`src/rtl/rc5_decipher.sv`:
```
// Iterative RC5-W/R decryption core; oDone after 7R+6 edges (5R+6 with RC5_DEC_FAST_ROUND_EN defined).
// No backpressure: iStart is a level request (low aborts to IDLE), S-table reads have a fixed 2-edge latency.
module rc5_decipher #(
   parameter  int W         = 32,
   parameter  int R         = 12,
   localparam int ROT_VALUE = $clog2(W),
   localparam int T         = 2 * (R + 1),
   localparam int T_LENGTH  = $clog2(T),
   localparam int CNT_W     = $clog2(R + 1)
) (
   input  logic                clk,
   input  logic                rst,
   input  logic                iStart,
   input  logic [W-1:0]        iA,
   input  logic [W-1:0]        iB,
   output logic [T_LENGTH-1:0] oS_address1,
   output logic [T_LENGTH-1:0] oS_address2,
   input  logic [W-1:0]        iS_sub_i1,
   input  logic [W-1:0]        iS_sub_i2,
   output logic [W-1:0]        oA_plain,
   output logic [W-1:0]        oB_plain,
   output logic                oDone
);

   typedef enum logic [3:0] {
      S_IDLE, S_LOAD, S_ADDR, S_WAIT, S_READ,
      S_SUB_B, S_RX_B, S_SUB_A, S_RX_A,
      S_F_ADDR, S_F_WAIT, S_F_READ, S_FINAL, S_DONE,
      S_HALF_B, S_HALF_A
   } state_t;

   state_t              r_state;
   logic [W-1:0]        r_a;
   logic [W-1:0]        r_b;
`ifndef RC5_DEC_FAST_ROUND_EN
   logic [W-1:0]        r_tmp;
`endif
   logic [W-1:0]        r_s0;
   logic [W-1:0]        r_s1;
   logic [CNT_W-1:0]    r_count;
   logic [T_LENGTH-1:0] r_addr1;
   logic [T_LENGTH-1:0] r_addr2;
   logic [W-1:0]        r_a_plain;
   logic [W-1:0]        r_b_plain;
   logic                r_done;

   logic [W-1:0]        w_a_sub;
   logic [W-1:0]        w_b_sub;
   logic [T_LENGTH-1:0] w_addr_even;
   logic [T_LENGTH-1:0] w_addr_odd;

   function automatic logic [W-1:0] rotr(input logic [W-1:0] x, input logic [ROT_VALUE-1:0] n);
      logic [2*W-1:0] w_dbl;
      w_dbl = {x, x} >> n;
      return w_dbl[W-1:0];
   endfunction

   assign w_a_sub     = r_a - r_s0;
   assign w_b_sub     = r_b - r_s1;
   assign w_addr_even = T_LENGTH'({r_count, 1'b0});
   assign w_addr_odd  = w_addr_even | T_LENGTH'(1);

   assign oS_address1 = r_addr1;
   assign oS_address2 = r_addr2;
   assign oA_plain    = r_a_plain;
   assign oB_plain    = r_b_plain;
   assign oDone       = r_done;

   always_ff @(posedge clk or negedge rst) begin
      if (!rst) begin
         r_state   <= S_IDLE;
         r_a       <= '0;
         r_b       <= '0;
`ifndef RC5_DEC_FAST_ROUND_EN
         r_tmp     <= '0;
`endif
         r_s0      <= '0;
         r_s1      <= '0;
         r_count   <= CNT_W'(R);
         r_addr1   <= '0;
         r_addr2   <= T_LENGTH'(1);
         r_a_plain <= '0;
         r_b_plain <= '0;
         r_done    <= 1'b0;
      end else if (!iStart) begin
         // Dropping the request is a full synchronous abort; a restart always begins at LOAD.
         r_state   <= S_IDLE;
         r_a       <= '0;
         r_b       <= '0;
`ifndef RC5_DEC_FAST_ROUND_EN
         r_tmp     <= '0;
`endif
         r_s0      <= '0;
         r_s1      <= '0;
         r_count   <= CNT_W'(R);
         r_addr1   <= '0;
         r_addr2   <= T_LENGTH'(1);
         r_a_plain <= '0;
         r_b_plain <= '0;
         r_done    <= 1'b0;
      end else begin
         case (r_state)
            S_IDLE: r_state <= S_LOAD;
            S_LOAD: begin
               r_a     <= iA;
               r_b     <= iB;
               r_state <= S_ADDR;
            end
            S_ADDR: begin
               r_addr1 <= w_addr_even;
               r_addr2 <= w_addr_odd;
               r_state <= S_WAIT;
            end
            S_WAIT: r_state <= S_READ;
            S_READ: begin
               r_s0    <= iS_sub_i1;
               r_s1    <= iS_sub_i2;
`ifdef RC5_DEC_FAST_ROUND_EN
               r_state <= S_HALF_B;
`else
               r_state <= S_SUB_B;
`endif
            end
`ifdef RC5_DEC_FAST_ROUND_EN
            S_HALF_B: begin
               r_b     <= rotr(w_b_sub, r_a[ROT_VALUE-1:0]) ^ r_a;
               r_state <= S_HALF_A;
            end
            S_HALF_A: begin
               r_a     <= rotr(w_a_sub, r_b[ROT_VALUE-1:0]) ^ r_b;
               r_count <= r_count - CNT_W'(1);
               r_state <= (r_count == CNT_W'(1)) ? S_F_ADDR : S_ADDR;
            end
`else
            S_SUB_B: begin
               r_tmp   <= w_b_sub;
               r_state <= S_RX_B;
            end
            S_RX_B: begin
               r_b     <= rotr(r_tmp, r_a[ROT_VALUE-1:0]) ^ r_a;
               r_state <= S_SUB_A;
            end
            S_SUB_A: begin
               r_tmp   <= w_a_sub;
               r_state <= S_RX_A;
            end
            S_RX_A: begin
               r_a     <= rotr(r_tmp, r_b[ROT_VALUE-1:0]) ^ r_b;
               r_count <= r_count - CNT_W'(1);
               r_state <= (r_count == CNT_W'(1)) ? S_F_ADDR : S_ADDR;
            end
`endif
            S_F_ADDR: begin
               r_addr1 <= '0;
               r_addr2 <= T_LENGTH'(1);
               r_state <= S_F_WAIT;
            end
            S_F_WAIT: r_state <= S_F_READ;
            S_F_READ: begin
               r_s0    <= iS_sub_i1;
               r_s1    <= iS_sub_i2;
               r_state <= S_FINAL;
            end
            S_FINAL: begin
               r_a_plain <= w_a_sub;
               r_b_plain <= w_b_sub;
               r_done    <= 1'b1;
               r_state   <= S_DONE;
            end
            S_DONE:  r_state <= S_DONE;
            default: r_state <= S_IDLE;
         endcase
      end
   end

endmodule
```
`config.mk`:
```
export PLATFORM = sky130hd
export DESIGN_NAME = rc5_decipher
export DESIGN_NICKNAME = d
export VERILOG_FILES = /design/src/rtl/rc5_decipher.sv
export SDC_FILE = /design/constraint.sdc
export NUM_CORES = 1
export LEC_CHECK = 0
export CORE_MARGIN = 4
export CORE_UTILIZATION = 58
export DETAILED_ROUTE_END_ITERATION = 12
export HOLD_SLACK_MARGIN = 0.1
export MAX_ROUTING_LAYER = met4
export PLACE_DENSITY_LB_ADDON = 0.3
export SYNTH_ARGS = -nofsm -noshare
export SYNTH_HDL_FRONTEND = slang
export SYNTH_SLANG_ARGS = --single-unit
```
`constraint.sdc`:
```
create_clock -name clk -period 4.57 [get_ports clk]
set_input_delay 0.457 -clock clk [delete_from_list [all_inputs] [get_ports clk]]
set_output_delay 0.457 -clock clk [all_outputs]
set_load 0.05 [all_outputs]
```
==> impl_metrics.tcl, run 1 <==
set metrics [dict create \
    status "finished clean" \
    synth_top_area_share_pct 34.0 \
    cpPeakStageDelay_ns 0.54 \
    synthesis.area_mm2 0.0173 \
    synth.yosys.seq_area_share_pct 34.3 \
    finalHoldViolations 0 \
    drive_gt1_share_pct 9.77 \
    tightest_slew_ns 1.25 \
    layout_min_cycle_time_ns 3.36 \
    cp_num_buf_inv 1 \
    cts_tree "yes" \
    setup_slack_ns 1.21 \
    drt_pass1_iterations 6 \
    fin_crit_sh_pct 73.6 \
    synth_top_cells_by_area "dfrtp_1 34%, mux4_2 8.6%, o21ai_0 7.4%" \
    r2r_setup_slack_ns 1.21 \
    die_h_um 181 \
    setup-tns-final_ns 0 \
    maxCapViolations 0 \
    multi_input_area_mm2 0.0105 \
    crit_type "flip-flop to flip-flop" \
    syn-mean-instance-area_um2 8.90 \
    antenna_found_initial 0 \
    end_kind "flip-flop" \
    crit_arrival_ns 3.77 \
    area_growth_pct 18.2 \
    drt_iter0_markers 2270 \
    clk_latency_ns 0.55 \
    hold_depth 3 \
    cp.required_ns 4.98 \
    yosysMostFrequentCell "nand2_1" \
    reg2reg_to "r_tmp[26]$_DFFE_PN0P_" \
    postSynth.asyncResetShare_pct 100 \
    track_usage_pct 38.6 \
    dpl.hpwl_um 47400 \
    dpl_cell_area_mm2 0.0196 \
    relSlewSlack_pct 16.0 \
    avgViaCountPerCell 6.58 \
    synth_warnings 0 \
    core-area_mm2 0.0291 \
    fillers 2297 \
    rows 62 \
    io_pins 206 \
    clk_pin_slew_ns 0.06 \
    cts_buffer_depth 3 \
    cellLeakagePower_nw 8.51 \
    finClkSkew_ns 0.0109 \
    grt_overflow 0 \
    htree_levels 1 \
    power_density_mw_per_mm2 339 \
    holdPathEnd "r_state[1]$_DFF_PN0_" \
    regArea_mm2 0.00594 \
    synth_edf_count 0 \
    postLayoutCoreUtil_pct 70.3 \
    vias 16300 \
    numCtsBuffers 27 \
    ys_seq_elements 237 \
    fin_nets 2268 \
    cts.sinks 237 \
    portBuffers 203 \
    setup_violations 0 \
    cp_top_family "compound AO/OA/AOI/OAI gates" \
    syn_nets 2142 \
    gp_congestion 1.07 \
    ant_nets 0 \
    slew_viol_final 0 \
    synth_common_cells "328 x nand2_1, 254 x o21ai_0, 235 x dfrtp_1, 114 x mux2i_1, 112 x clkbuf_1" \
    dp_slack_ns 1.25 \
    cp_max_fo 7 \
    ys_types 74 \
    synth_area_leader_cell "dfrtp_1" \
    hp-start "iStart" \
    start_kind "flip-flop" \
    drt_wl_total_um 63000 \
    synthesis.instances 1943 \
    cts_root_buffer "clkbuf_16" \
    grt_start_max_net_pins 115 \
    grt_pass1_vias 15400 \
    ys.flop_type "dfrtp_1" \
    dieArea_mm2 0.0326 \
    crit_chain "inv_1, ha_1, fa_1, nand2b_1, a211oi_1, o21ai_0, a21oi_1, o21ai_1, o31ai_1, xnor2_1, o221ai_1" \
    final_cell_area_mm2 0.0204 \
    rsz0062_at_grt "false" \
    die_w_um 181 \
    antenna_cells 0 \
    worstHoldPathType "primary input to flip-flop" \
    reg2reg_from "r_b[0]$_DFFE_PN0P_" \
    clock.fmax_mhz 297 \
    ir_worst_vdd_uv 304 \
    wire_per_inst_um 25.5 \
    grt_pass1_wl_um 95000 \
    reg2reg_depth 11 \
    p_total_mw 6.93 \
    initial_core_util_pct 59.4 \
    slowest_stage "o31ai_1" \
    remaining_drc_errors 0 \
]
-- sequential cells by signal (all words and copies together) (netlist names) --
name and cells:
oA_plain 32, oB_plain 32, r_a 32, r_b 32, r_s0 32, r_s1 32
r_tmp 32, oS_address2 4, r_count 4, r_state 4, oDone 1
-- tightest hold or removal path: cells and delay by family --
family	cells	cell delay [ns]
buf+inv	1	0.17
simple gates	1	0.08
compound gates	1	0.04
-- cell type report --
type	count	area share (%)
clock buffer	37	3.78
clock inverter	12	0.502
inverter	79	1.45
multi-input combinational	1487	51.5
sequential	237	29.0
tap	384	2.35
timing repair buffer	237	11.3
-- worst max path at each step --
stage,from,to,depth (start not counted)
2_1_floorplan,r_b[1]$_DFFE_PN0P_,r_tmp[26]$_DFFE_PN0P_,12
3_3_place_gp,r_b[0]$_DFFE_PN0P_,r_tmp[26]$_DFFE_PN0P_,11
3_5_place_dp,r_b[0]$_DFFE_PN0P_,r_tmp[26]$_DFFE_PN0P_,11
4_1_cts,r_b[0]$_DFFE_PN0P_,r_tmp[26]$_DFFE_PN0P_,11
5_1_grt,r_b[0]$_DFFE_PN0P_,r_tmp[26]$_DFFE_PN0P_,11
6_report,r_b[0]$_DFFE_PN0P_,r_tmp[26]$_DFFE_PN0P_,11
-- routing by layer --
layer  wire (µm)  part of all wire [%]  GRT usage (%)
met1       24400                    39           52.7
met2       27700                    44           57.1
met3        8050                    13           9.12
met4        2930                   4.6           12.8
met5           0                     0              -
-- logic make-up after synthesis --
| family | Yosys count | synth area share (%) |
|---|---|---|
| AO/OA/AOI/OAI | 555 | 19.3 |
| AND/OR/NAND/NOR | 533 | 13.1 |
| flip-flops | 237 | 34.3 |
| buffers and inverters | 219 | 4.96 |
| multiplexers | 212 | 17.3 |
| XOR/XNOR | 117 | 5.93 |
| adder cells (fa/ha/maj) | 68 | 5.01 |
| other | 2 | 0.0434 |
-- layout by cell type, fill, tap and decap left out, drive strengths merged, types with 81 or more instances in the layout --
master and count:
mux2i 114, nand2 328, o21ai 262, xnor2 88, inv 81, dfrtp 235, nor2 85, clkdlybuf4s50 201
a21oi 95
-- timing repair --
item,4_1_cts,5_1_grt
buffers inserted,0,0
hold endpoints to repair,111,0
hold buffers,1,0
endpoints found under the setup margin,0,0
gates resized for setup,0,0
-- per-stage QoR --
step / hold slack (ns) / std cells
final: 0.233 / 2473
after global routing: 0.262 / 2473
after CTS: 0.224 / 2473
after detailed placement: 0.470 / 2423
after global placement: 0.461 / 2423
after floorplan: 0.161 / 1943
-- power breakdown --
part	internal, mW	total (mW)	switching (mW)
logic	0.924	2.36	1.43
clock network	1.24	2.17	0.930
registers	2.22	2.40	0.183
Power figures use the tool's default switching activity.
==> inputs of run 2 (changes only) <==
Clock period 4.57 ns to 3.35 ns, I/O delays scaled along.
==> run 2 against run 1 <==
Compared with the run above:
- final cell count rose by 0.53%
- largest power group is now combinational cells
- sequential share of layout area decreased by 0.35 points
- critical endpoint is now r_tmp[29]$_DFFE_PN0P_
- critical path depth fell by 2
- via count grew 0.78%
- first-iteration DRC count down 15%
- clock power up 49%
- worst hold slack worse by 0.10 ns
- count of clock-buffer cells in the layout down 1
- final area grew 1.2%
==> impl_metrics.tcl, run 2 (synthesis results as in run 1) <==
set metrics [dict create \
    clk_latency_ns 0.56 \
    wl_met3_um 8220 \
    wl_met1_um 23800 \
    dr.max_layer_used "met4" \
    grt_pass1_wl_um 94200 \
    grt_pass1_vias 15700 \
    regArea_mm2 0.00594 \
    tightest_slew_ns 0.941 \
    grt_start_max_net_pins 94 \
    power_density_mw_per_mm2 473 \
    finalHoldViolations 0 \
    fin_crit_sh_pct 93.8 \
    clk_pin_slew_ns 0.06 \
    die_w_um 181 \
    cts.sinks 237 \
    avgViaCountPerCell 6.59 \
    drive_gt1_share_pct 10.5 \
    multi_input_area_mm2 0.0105 \
    setup_violations 0 \
    worstHoldPathType "primary input to flip-flop" \
    dpl.hpwl_um 46500 \
    wl_met2_um 26800 \
    portBuffers 203 \
    cts_tree "yes" \
    core-area_mm2 0.0291 \
    dp_slack_ns 0.127 \
    postLayoutCoreUtil_pct 71.1 \
    cellLeakagePower_nw 8.63 \
    mostFrequentLayoutCell "nand2_1" \
    dp_cells 2435 \
    antenna_found_initial 1 \
    vias 16400 \
    drt_pass1_iterations 8 \
    drt_iter0_markers 1936 \
    cts_buffer_depth 3 \
    initial_core_util_pct 59.4 \
    die_h_um 181 \
    cp_max_fo 5 \
    rsz0062_at_grt "false" \
    maxCapViolations 0 \
    rows 62 \
    cts_root_buffer "clkbuf_16" \
    dieArea_mm2 0.0326 \
    layoutNonFillerInstCount 2486 \
    cts_setup_buffers 0 \
    r2r_setup_slack_ns 0.21 \
    crit_type "flip-flop to flip-flop" \
    clock.fmax_mhz 318 \
    relSlewSlack_pct 37.3 \
    numCtsBuffers 27 \
    start_kind "flip-flop" \
    track_usage_pct 37.8 \
    finClkSkew_ns 0.0114 \
    htree_levels 1 \
    slew_viol_final 0 \
    end_kind "flip-flop" \
    setup_slack_ns 0.209 \
    wire_per_inst_um 25.0 \
    fin_hold_ws_ns 0.131 \
    layout_min_cycle_time_ns 3.14 \
    ant_nets 0 \
    crit_arrival_ns 3.56 \
    remaining_drc_errors 0 \
    fillers 2292 \
    status "finished clean" \
    drt_wl_total_um 62100 \
    gp_congestion 1.09 \
    fin_nets 2280 \
    ir_worst_vdd_uv 354 \
    final_cell_mix "328 x nand2_1, 254 x o21ai_0, 233 x dfrtp_1" \
    grt_overflow 0 \
    setup-tns-final_ns 0 \
    cp.required_ns 3.77 \
    area_growth_pct 19.6 \
    io_pins 206 \
]
[run 2: changes by cell type in the layout (fill, tap and decap cells not counted), moves of 2 or more]
cell / delta
buf_12: +4
clkbuf_1: -2
inv_6: -2
bufinv_16: +3
buf_4: +8
clkinv_2: -2
[run 2: area by class of cell]
cell class | instances | area share, %
Multi-Input combinational cell | 1487 | 51.0
Antenna cell | 1 | 0.0121
Clock inverter | 13 | 0.932
Tap cell | 384 | 2.32
Clock buffer | 36 | 3.77
Inverter | 79 | 1.43
Timing Repair Buffer | 249 | 11.9
Sequential cell | 237 | 28.7
[run 2: power breakdown]
part	leakage (nW)	internal, mW	switching, mW
Sequential	3.18	3.02	0.239
Clock	0.476	1.95	1.28
Combinational	4.97	1.29	1.99
Total	8.63	6.26	3.51
[run 2: per-stage QoR]
| stage | area [µm²] | power [mW] |
|---|---|---|
| after floorplan | 17300 | 5.33 |
| after global routing | 20700 | 10.1 |
| after global placement | 19700 | 6.41 |
| after detailed placement | 19700 | 6.45 |
| after CTS | 20700 | 9.67 |
| final | 20700 | 9.77 |
[run 2: path summary, 6_finish.rpt]
path,from,cells after the start,end
setup / recovery,r_a[1]$_DFFE_PN0P_,9,r_tmp[29]$_DFFE_PN0P_
hold / removal,iStart,3,r_state[1]$_DFF_PN0_
setup reg to reg,r_a[1]$_DFFE_PN0P_,9,r_tmp[29]$_DFFE_PN0P_
hold reg to reg,r_s0[5]$_DFFE_PN0P_,2,r_s0[5]$_DFFE_PN0P_
max in group asynchronous,rst,3,r_s1[14]$_DFFE_PN0P_
min in group asynchronous,rst,2,r_count[0]$_DFFE_PN0P_
[run 2: per-layer routing]
layer,GRT usage (%),vias up
li1,-,7207
met4,15.7,0
met2,54.0,1110
met3,10.1,196
met1,51.3,7880
met5,-,-
[run 2: timing repair]
| item | 4_1_cts | 5_1_grt |
|---|---|---|
| resized for setup | 0 | 2 |
| hold buffers | 1 | 0 |
| setup endpoints to repair | 0 | 7 |
| endpoints found under the hold margin | 88 | 0 |
[run 2: critical path, stage by stage (launching register included)]
cell and delay (ns):
dfrtp_1 0.47, ha_1 0.32, nor2b_1 0.14, o31a_1 0.30, o211a_1 0.31, o32a_1 0.42, a21o_1 0.29, o41ai_2 0.33
xor2_1 0.28, o221ai_1 0.16
